$ cat src/rtl/spi_flash_rom_pkg.sv
// Shared types and constants for the SPI NOR flash read-only backend.
package spi_flash_rom_pkg;

    typedef enum logic [1:0] {
        ST_IDLE  = 2'd0,
        ST_SHIFT = 2'd1,
        ST_RESP  = 2'd2,
        ST_DESEL = 2'd3
    } state_t;

    localparam logic [7:0] SPI_CMD_READ  = 8'h03;
    localparam int         SPI_FRAME_SCK = 96;
    localparam int         SPI_TX_BITS   = 32;

    // Bit position in the 64-bit line for a received bit. Bytes land
    // little-endian, bits arrive MSB-first within each byte.
    function automatic logic [5:0] rx_bit_pos(input logic [5:0] frame_bit);
        logic [5:0] j;
        j = frame_bit - 6'(SPI_TX_BITS);
        return {j[5:3], ~j[2:0]};
    endfunction

endpackage

$ cat src/rtl/types_amba_pkg.sv
// System-bus width definitions shared by the memory backends behind axi_slv.
package types_amba_pkg;

    localparam int CFG_SYSBUS_ADDR_BITS  = 48;
    localparam int CFG_SYSBUS_DATA_BITS  = 64;
    localparam int CFG_SYSBUS_DATA_BYTES = CFG_SYSBUS_DATA_BITS / 8;

endpackage

$ cat src/rtl/spi_flash_rom_sck_gen.sv
// SCK divider: toggles SCK every sck_div cycles while enabled and flags
// the clock edge on which SCK rises or falls.
module spi_sck_gen #(
    parameter int sck_div = 1
) (
    input  logic i_clk,
    input  logic i_nrst,
    input  logic i_en,
    input  logic i_sck_en,
    output logic o_sck,
    output logic o_tick,
    output logic o_rise,
    output logic o_fall
);

    localparam logic [7:0] DIV_LAST = 8'(sck_div - 1);

    logic [7:0] div_cnt_reg;
    logic       sck_reg;

    // tick also paces the deselect gap, where SCK itself stays parked low
    assign o_tick = i_en && (div_cnt_reg == DIV_LAST);
    assign o_rise = o_tick && i_sck_en && !sck_reg;
    assign o_fall = o_tick && i_sck_en && sck_reg;
    assign o_sck  = sck_reg;

    always_ff @(posedge i_clk or negedge i_nrst) begin
        if (!i_nrst) begin
            div_cnt_reg <= '0;
            sck_reg     <= 1'b0;
        end else if (!i_en) begin
            div_cnt_reg <= '0;
            sck_reg     <= 1'b0;
        end else if (o_tick) begin
            div_cnt_reg <= '0;
            if (i_sck_en) begin
                sck_reg <= ~sck_reg;
            end
        end else begin
            div_cnt_reg <= div_cnt_reg + 8'd1;
        end
    end

endmodule

$ cat src/rtl/spi_flash_rom.sv
// Read-only sysbus backend fetching 64-bit lines from SPI NOR flash (0x03
// read, mode 0) with a one-line buffer for repeated reads of the same word.
module spi_flash_rom
    import types_amba_pkg::*;
    import spi_flash_rom_pkg::*;
#(
    parameter int abits   = 24,
    parameter int sck_div = 1
) (
    input  logic                             i_clk,
    input  logic                             i_nrst,
    input  logic                             i_req_valid,
    input  logic [CFG_SYSBUS_ADDR_BITS-1:0]  i_req_addr,
    input  logic [7:0]                       i_req_size,
    input  logic                             i_req_write,
    input  logic [CFG_SYSBUS_DATA_BITS-1:0]  i_req_wdata,
    input  logic [CFG_SYSBUS_DATA_BYTES-1:0] i_req_wstrb,
    input  logic                             i_req_last,
    output logic                             o_req_ready,
    output logic                             o_resp_valid,
    output logic [63:0]                      o_resp_rdata,
    output logic                             o_resp_err,
    output logic                             o_spi_sck,
    output logic                             o_spi_cs_n,
    output logic                             o_spi_mosi,
    input  logic                             i_spi_miso
);

    localparam int TAG_W = abits - 3;

    state_t             state_reg;
    logic               ready_reg;
    logic               resp_valid_reg;
    logic [63:0]        rdata_reg;
    logic               err_reg;
    logic               cs_n_reg;
    logic               mosi_reg;
    logic [31:0]        tx_reg;
    logic [63:0]        rx_reg;
    logic [6:0]         bit_cnt_reg;
    logic [TAG_W-1:0]   req_tag_reg;
    logic               buf_valid_reg;
    logic [TAG_W-1:0]   buf_tag_reg;
    logic [63:0]        buf_data_reg;

    logic [TAG_W-1:0]   req_tag;
    logic [23:0]        req_addr24;
    logic [31:0]        read_frame;
    logic               buf_hit;
    logic               gen_en;
    logic               gen_sck_en;
    logic               sck_tick;
    logic               sck_rise;
    logic               sck_fall;
    logic               unused_inputs;

    assign req_tag    = i_req_addr[abits-1:3];
    assign req_addr24 = 24'({req_tag, 3'b000});
    assign read_frame = {SPI_CMD_READ, req_addr24};
    assign buf_hit    = buf_valid_reg && (buf_tag_reg == req_tag);

    assign unused_inputs = ^{i_req_size, i_req_wdata, i_req_wstrb, i_req_last,
                             i_req_addr[2:0],
                             i_req_addr[CFG_SYSBUS_ADDR_BITS-1:abits]};

    // The divider also times the CS# high gap, with SCK held low there
    assign gen_en     = (state_reg == ST_SHIFT) || (state_reg == ST_DESEL);
    assign gen_sck_en = (state_reg == ST_SHIFT);

    spi_sck_gen #(
        .sck_div (sck_div)
    ) u_sck_gen (
        .i_clk    (i_clk),
        .i_nrst   (i_nrst),
        .i_en     (gen_en),
        .i_sck_en (gen_sck_en),
        .o_sck    (o_spi_sck),
        .o_tick   (sck_tick),
        .o_rise   (sck_rise),
        .o_fall   (sck_fall)
    );

    always_ff @(posedge i_clk or negedge i_nrst) begin
        if (!i_nrst) begin
            state_reg      <= ST_IDLE;
            ready_reg      <= 1'b1;
            resp_valid_reg <= 1'b0;
            rdata_reg      <= '0;
            err_reg        <= 1'b0;
            cs_n_reg       <= 1'b1;
            mosi_reg       <= 1'b0;
            tx_reg         <= '0;
            rx_reg         <= '0;
            bit_cnt_reg    <= '0;
            req_tag_reg    <= '0;
            buf_valid_reg  <= 1'b0;
            buf_tag_reg    <= '0;
            buf_data_reg   <= '0;
        end else begin
            resp_valid_reg <= 1'b0;
            case (state_reg)
                ST_IDLE: begin
                    if (i_req_valid && ready_reg) begin
                        ready_reg <= 1'b0;
                        if (i_req_write) begin
                            state_reg      <= ST_RESP;
                            resp_valid_reg <= 1'b1;
                            err_reg        <= 1'b1;
                            rdata_reg      <= '0;
                        end else if (buf_hit) begin
                            state_reg      <= ST_RESP;
                            resp_valid_reg <= 1'b1;
                            err_reg        <= 1'b0;
                            rdata_reg      <= buf_data_reg;
                        end else begin
                            state_reg   <= ST_SHIFT;
                            tx_reg      <= read_frame;
                            mosi_reg    <= read_frame[31];
                            cs_n_reg    <= 1'b0;
                            bit_cnt_reg <= '0;
                            req_tag_reg <= req_tag;
                        end
                    end
                end

                ST_SHIFT: begin
                    if (sck_rise && (bit_cnt_reg >= 7'(SPI_TX_BITS))) begin
                        rx_reg[rx_bit_pos(bit_cnt_reg[5:0])] <= i_spi_miso;
                    end
                    if (sck_fall) begin
                        if (bit_cnt_reg == 7'(SPI_FRAME_SCK - 1)) begin
                            state_reg      <= ST_DESEL;
                            bit_cnt_reg    <= '0;
                            cs_n_reg       <= 1'b1;
                            mosi_reg       <= 1'b0;
                            buf_valid_reg  <= 1'b1;
                            buf_tag_reg    <= req_tag_reg;
                            buf_data_reg   <= rx_reg;
                            resp_valid_reg <= 1'b1;
                            err_reg        <= 1'b0;
                            rdata_reg      <= rx_reg;
                        end else begin
                            bit_cnt_reg <= bit_cnt_reg + 7'd1;
                            // MOSI idles low once the command/address has gone out
                            if (bit_cnt_reg < 7'(SPI_TX_BITS - 1)) begin
                                mosi_reg <= tx_reg[30];
                                tx_reg   <= {tx_reg[30:0], 1'b0};
                            end else begin
                                mosi_reg <= 1'b0;
                            end
                        end
                    end
                end

                ST_DESEL: begin
                    if (sck_tick) begin
                        if (bit_cnt_reg == 7'd1) begin
                            state_reg <= ST_IDLE;
                            ready_reg <= 1'b1;
                        end else begin
                            bit_cnt_reg <= bit_cnt_reg + 7'd1;
                        end
                    end
                end

                ST_RESP: begin
                    state_reg <= ST_IDLE;
                    ready_reg <= 1'b1;
                end

                default: begin
                    state_reg <= ST_IDLE;
                    ready_reg <= 1'b1;
                    cs_n_reg  <= 1'b1;
                end
            endcase
        end
    end

    assign o_req_ready  = ready_reg;
    assign o_resp_valid = resp_valid_reg;
    assign o_resp_rdata = rdata_reg;
    assign o_resp_err   = err_reg;
    assign o_spi_cs_n   = cs_n_reg;
    assign o_spi_mosi   = mosi_reg;

endmodule
$ cat config.mk
export PLATFORM = sky130hd
export DESIGN_NAME = spi_flash_rom
export DESIGN_NICKNAME = d
export VERILOG_FILES = /design/src/rtl/spi_flash_rom_pkg.sv /design/src/rtl/types_amba_pkg.sv /design/src/rtl/spi_flash_rom_sck_gen.sv /design/src/rtl/spi_flash_rom.sv
export SDC_FILE = /design/constraint.sdc
export NUM_CORES = 1
export LEC_CHECK = 0
export BUFFER_PORTS_ARGS = -buffer_cell sky130_fd_sc_hd__buf_2
export CAP_MARGIN = 20
export CORE_AREA = 2 2 183 185
export DETAILED_ROUTE_END_ITERATION = 16
export DIE_AREA = 0 0 185 187
export SYNTH_ARGS = -nofsm -noshare
export SYNTH_HDL_FRONTEND = slang
export SYNTH_SLANG_ARGS = --single-unit
$ cat constraint.sdc
create_clock -name i_clk -period 4.02 [get_ports i_clk]
set_input_delay 0.201 -clock i_clk [delete_from_list [all_inputs] [get_ports i_clk]]
set_output_delay 0.201 -clock i_clk [all_outputs]
set_load 0.02 [all_outputs]
==> run metrics <==
area grow syn2layout=17.62%; via count=8228; max-slew violations=0; area of the multi-input gates=5263 µm²; largest net degree at the start of global routing=115; total power draw=0.01024 W; clock latency at the later pin of the worst-skew pair=0.51 ns; clock sinks=286; Arr. time, crit path=3.44 ns; TritonCTS clock tree=built; Die Wd=185 µm; hold wc startpoint=i_req_addr[22]; Post-Route Setup TNS=0 ns; share of the synthesized area in the top cell type=55.40%; number of flops mapped to enable cells by yosys=0; PD cells=678.8 nW/µm²; H-tree depth=2; vias in the first global route=8389; row count=67; Synth area leaders=dfrtp_1 55%, mux2_2 20%, nand2_1 5.1%, o21ai_0 2.7%, a2bb2oi_2 1.6%; CP max stage delay=0.61 ns; Worst Tran Pin Value=0.9174 ns; layout cells sized above 1=35.85%; Die Area=34600 µm²; period utilization=76.22%; Inserted Diodes=0; Max-Cap Viols=0; commonest non-fill, non-tap cell in the layout=dfrtp_1; number of distinct library cells after synthesis=61; Core ar.=32860 µm²; TritonCTS buffer count=34; initial core utilization=39.04%; Post-synth ARST share=100.0%; GR Util All Layers=16.48%; FMAX=326.4 MHz; Worst EP required=4.40 ns; IO Pins=204; Die Ht=187 µm; FF-to-FF Start=state_reg[0]; CP Class=flop to flop; CP bufs+invs=2; Synth area leader=dfrtp_1; grt total ovfl=0; Clock Pin Slew Worst Setup and Hold Paths=0.06 ns; YS warnings=0; Final Hold Violating Endpoints=0; Post-CTS Setup Inserts=0; Crit-path slowest cell=dfrtp_1; CTS max path bufs=3; most frequent cells in the layout=284 x dfrtp_1, 224 x mux2_2, 173 x nand2_1, 94 x buf_2, 70 x o21ai_0; relative slew slack=38.84%; Net Count, Synth=1208; Syn Inst Count=1069; RSZ-0062 raised after global routing=no; Synth Register Bits=286; Worst setup SP type=flop; fin nets=1305; Detail Route Antenna Nets=0; Critical Path Fanout Max=67; Buffers on Ports=95; shortest period the worst path allows=3.064 ns; Syn Area/Cell=12.00 µm²; first-pass GRT wire length=45730 µm; CP top delay family=simple AND/OR/NAND/NOR gates; Post-DP HPWL=17190 µm; Critical Path Start=state_reg[0]; drt pass-1 iters=5; Max Clock Skew=0.02062 ns; register area share after synthesis=55.81%; DRC=0; register area=7159 µm²; final instance area=15090 µm²; cell area after synthesis=12830 µm²; initial antenna violation count=0; static leakage=6.686 nW; setup violators final=0; Root Driver=clkbuf_16; ys flop type=dfrtp_1; DR iter-0 viols=492; HP Class=input port to flop; Routed WL=27570 µm; routed len/inst=16.82 µm; DP Area=13670 µm²; critical path capture point type=flop; peak supply drop=387.2 µV; number of vias per cell=5.020; status=complete, no violations; FILL cells=3085; Cell Chain, Critical Path=inv_1, nor2_4, buf_4, nand4b_1, nor3b_2, nand2_1, mux2_2; GP Congestion=0.7864
## routing by layer
| layer | track usage, % | vias to the layer above | routed length (µm) |
|---|---|---|---|
| li1 | - | 3938 | - |
| met1 | 23.23 | 4114 | 12880 |
| met2 | 26.20 | 138 | 12930 |
| met3 | 3.018 | 38 | 1277 |
| met4 | 4.365 | 0 | 483 |
| met5 | 0 | - | 0 |
## layout make-up
| type | count | area share [%] |
|---|---|---|
| Sequential cell | 286 | 47.45 |
| Tap cell | 448 | 3.715 |
| Timing Repair Buffer | 132 | 5.655 |
| Inverter | 17 | 0.4229 |
| Clock inverter | 11 | 1.177 |
| Multi-Input combinational cell | 695 | 34.88 |
| Clock buffer | 50 | 6.708 |
## worst register-to-register path: stages, from the launching register on
cell and delay [ns]:
dfrtp_1 0.61, inv_1 0.25, nor2_4 0.19, buf_4 0.50
nand4b_1 0.35, nor3b_2 0.60, nand2_1 0.14, mux2_2 0.31
## final timing paths
path,to,slack [ns],cells after the start
max in group asynchronous,buf_data_reg[38],2.45,3
min,req_tag_reg[19],0.01,2
min in group asynchronous,req_tag_reg[15],0.31,2
max,rx_reg[14],0.96,7
max reg2reg,rx_reg[14],0.96,7
min reg2reg,buf_valid_reg,0.48,1
## power by group
part | switching (W) | internal (W)
Clock | 0.00118 | 0.00201
Combinational | 0.00168 | 0.00119
Sequential | 0.000535 | 0.00365
## logic make-up (layout without fill, tap and decap cells)
kind of cell | Yosys count | count (layout) | synth area share (%)
DFF | 286 | 286 | 55.81
xor gates and xnor gates | 27 | 27 | 1.843
and+or+nand+nor | 285 | 285 | 10.12
muxes | 236 | 236 | 20.70
adders and majority gates | 5 | 5 | 0.4877
buffers and inverters | 88 | 210 | 3.277
AOI/OAI and AO/OA | 142 | 142 | 7.764
## what timing repair did
| item | 4_1_cts | 5_1_grt |
|---|---|---|
| hold endpoints to repair | 131 | 0 |
| resized for setup | 0 | 0 |
| hold buffers | 21 | 0 |
## metrics by stage
| stage | utilization [%] | cells | worst slack [ns] | hold WS [ns] |
|---|---|---|---|---|
| 5_1_grt | 45.92 | 1639 | 0.6467 | 0.001312 |
| 3_5_place_dp | 41.60 | 1556 | 0.9222 | 0.3477 |
| 4_1_cts | 45.86 | 1638 | 0.8887 | 0.01438 |
| 2_1_floorplan | - | 1069 | 1.704 | -0.09459 |
| 6_report | 45.92 | 1639 | 0.9559 | 0.01117 |
| 3_3_place_gp | 41.60 | 1556 | 0.9858 | 0.3354 |
## Yosys cell counts (6+ instances only)
| master | count |
|---|---|
| a2bb2oi_2 | 14 |
| mux2_2 | 224 |
| buf_6 | 6 |
| inv_1 | 16 |
| a2bb2oi_1 | 6 |
| xnor2_1 | 24 |
| o21ai_0 | 70 |
| nand4_1 | 7 |
| nor2_2 | 7 |
| dfrtp_1 | 284 |
| nor2_1 | 42 |
| mux2_1 | 10 |
| clkbuf_1 | 34 |
| and3_1 | 7 |
| nand2_1 | 173 |
| o22ai_1 | 22 |
| buf_2 | 21 |
| nand3_1 | 12 |
Note: power is estimated with default switching activity, not from simulation.
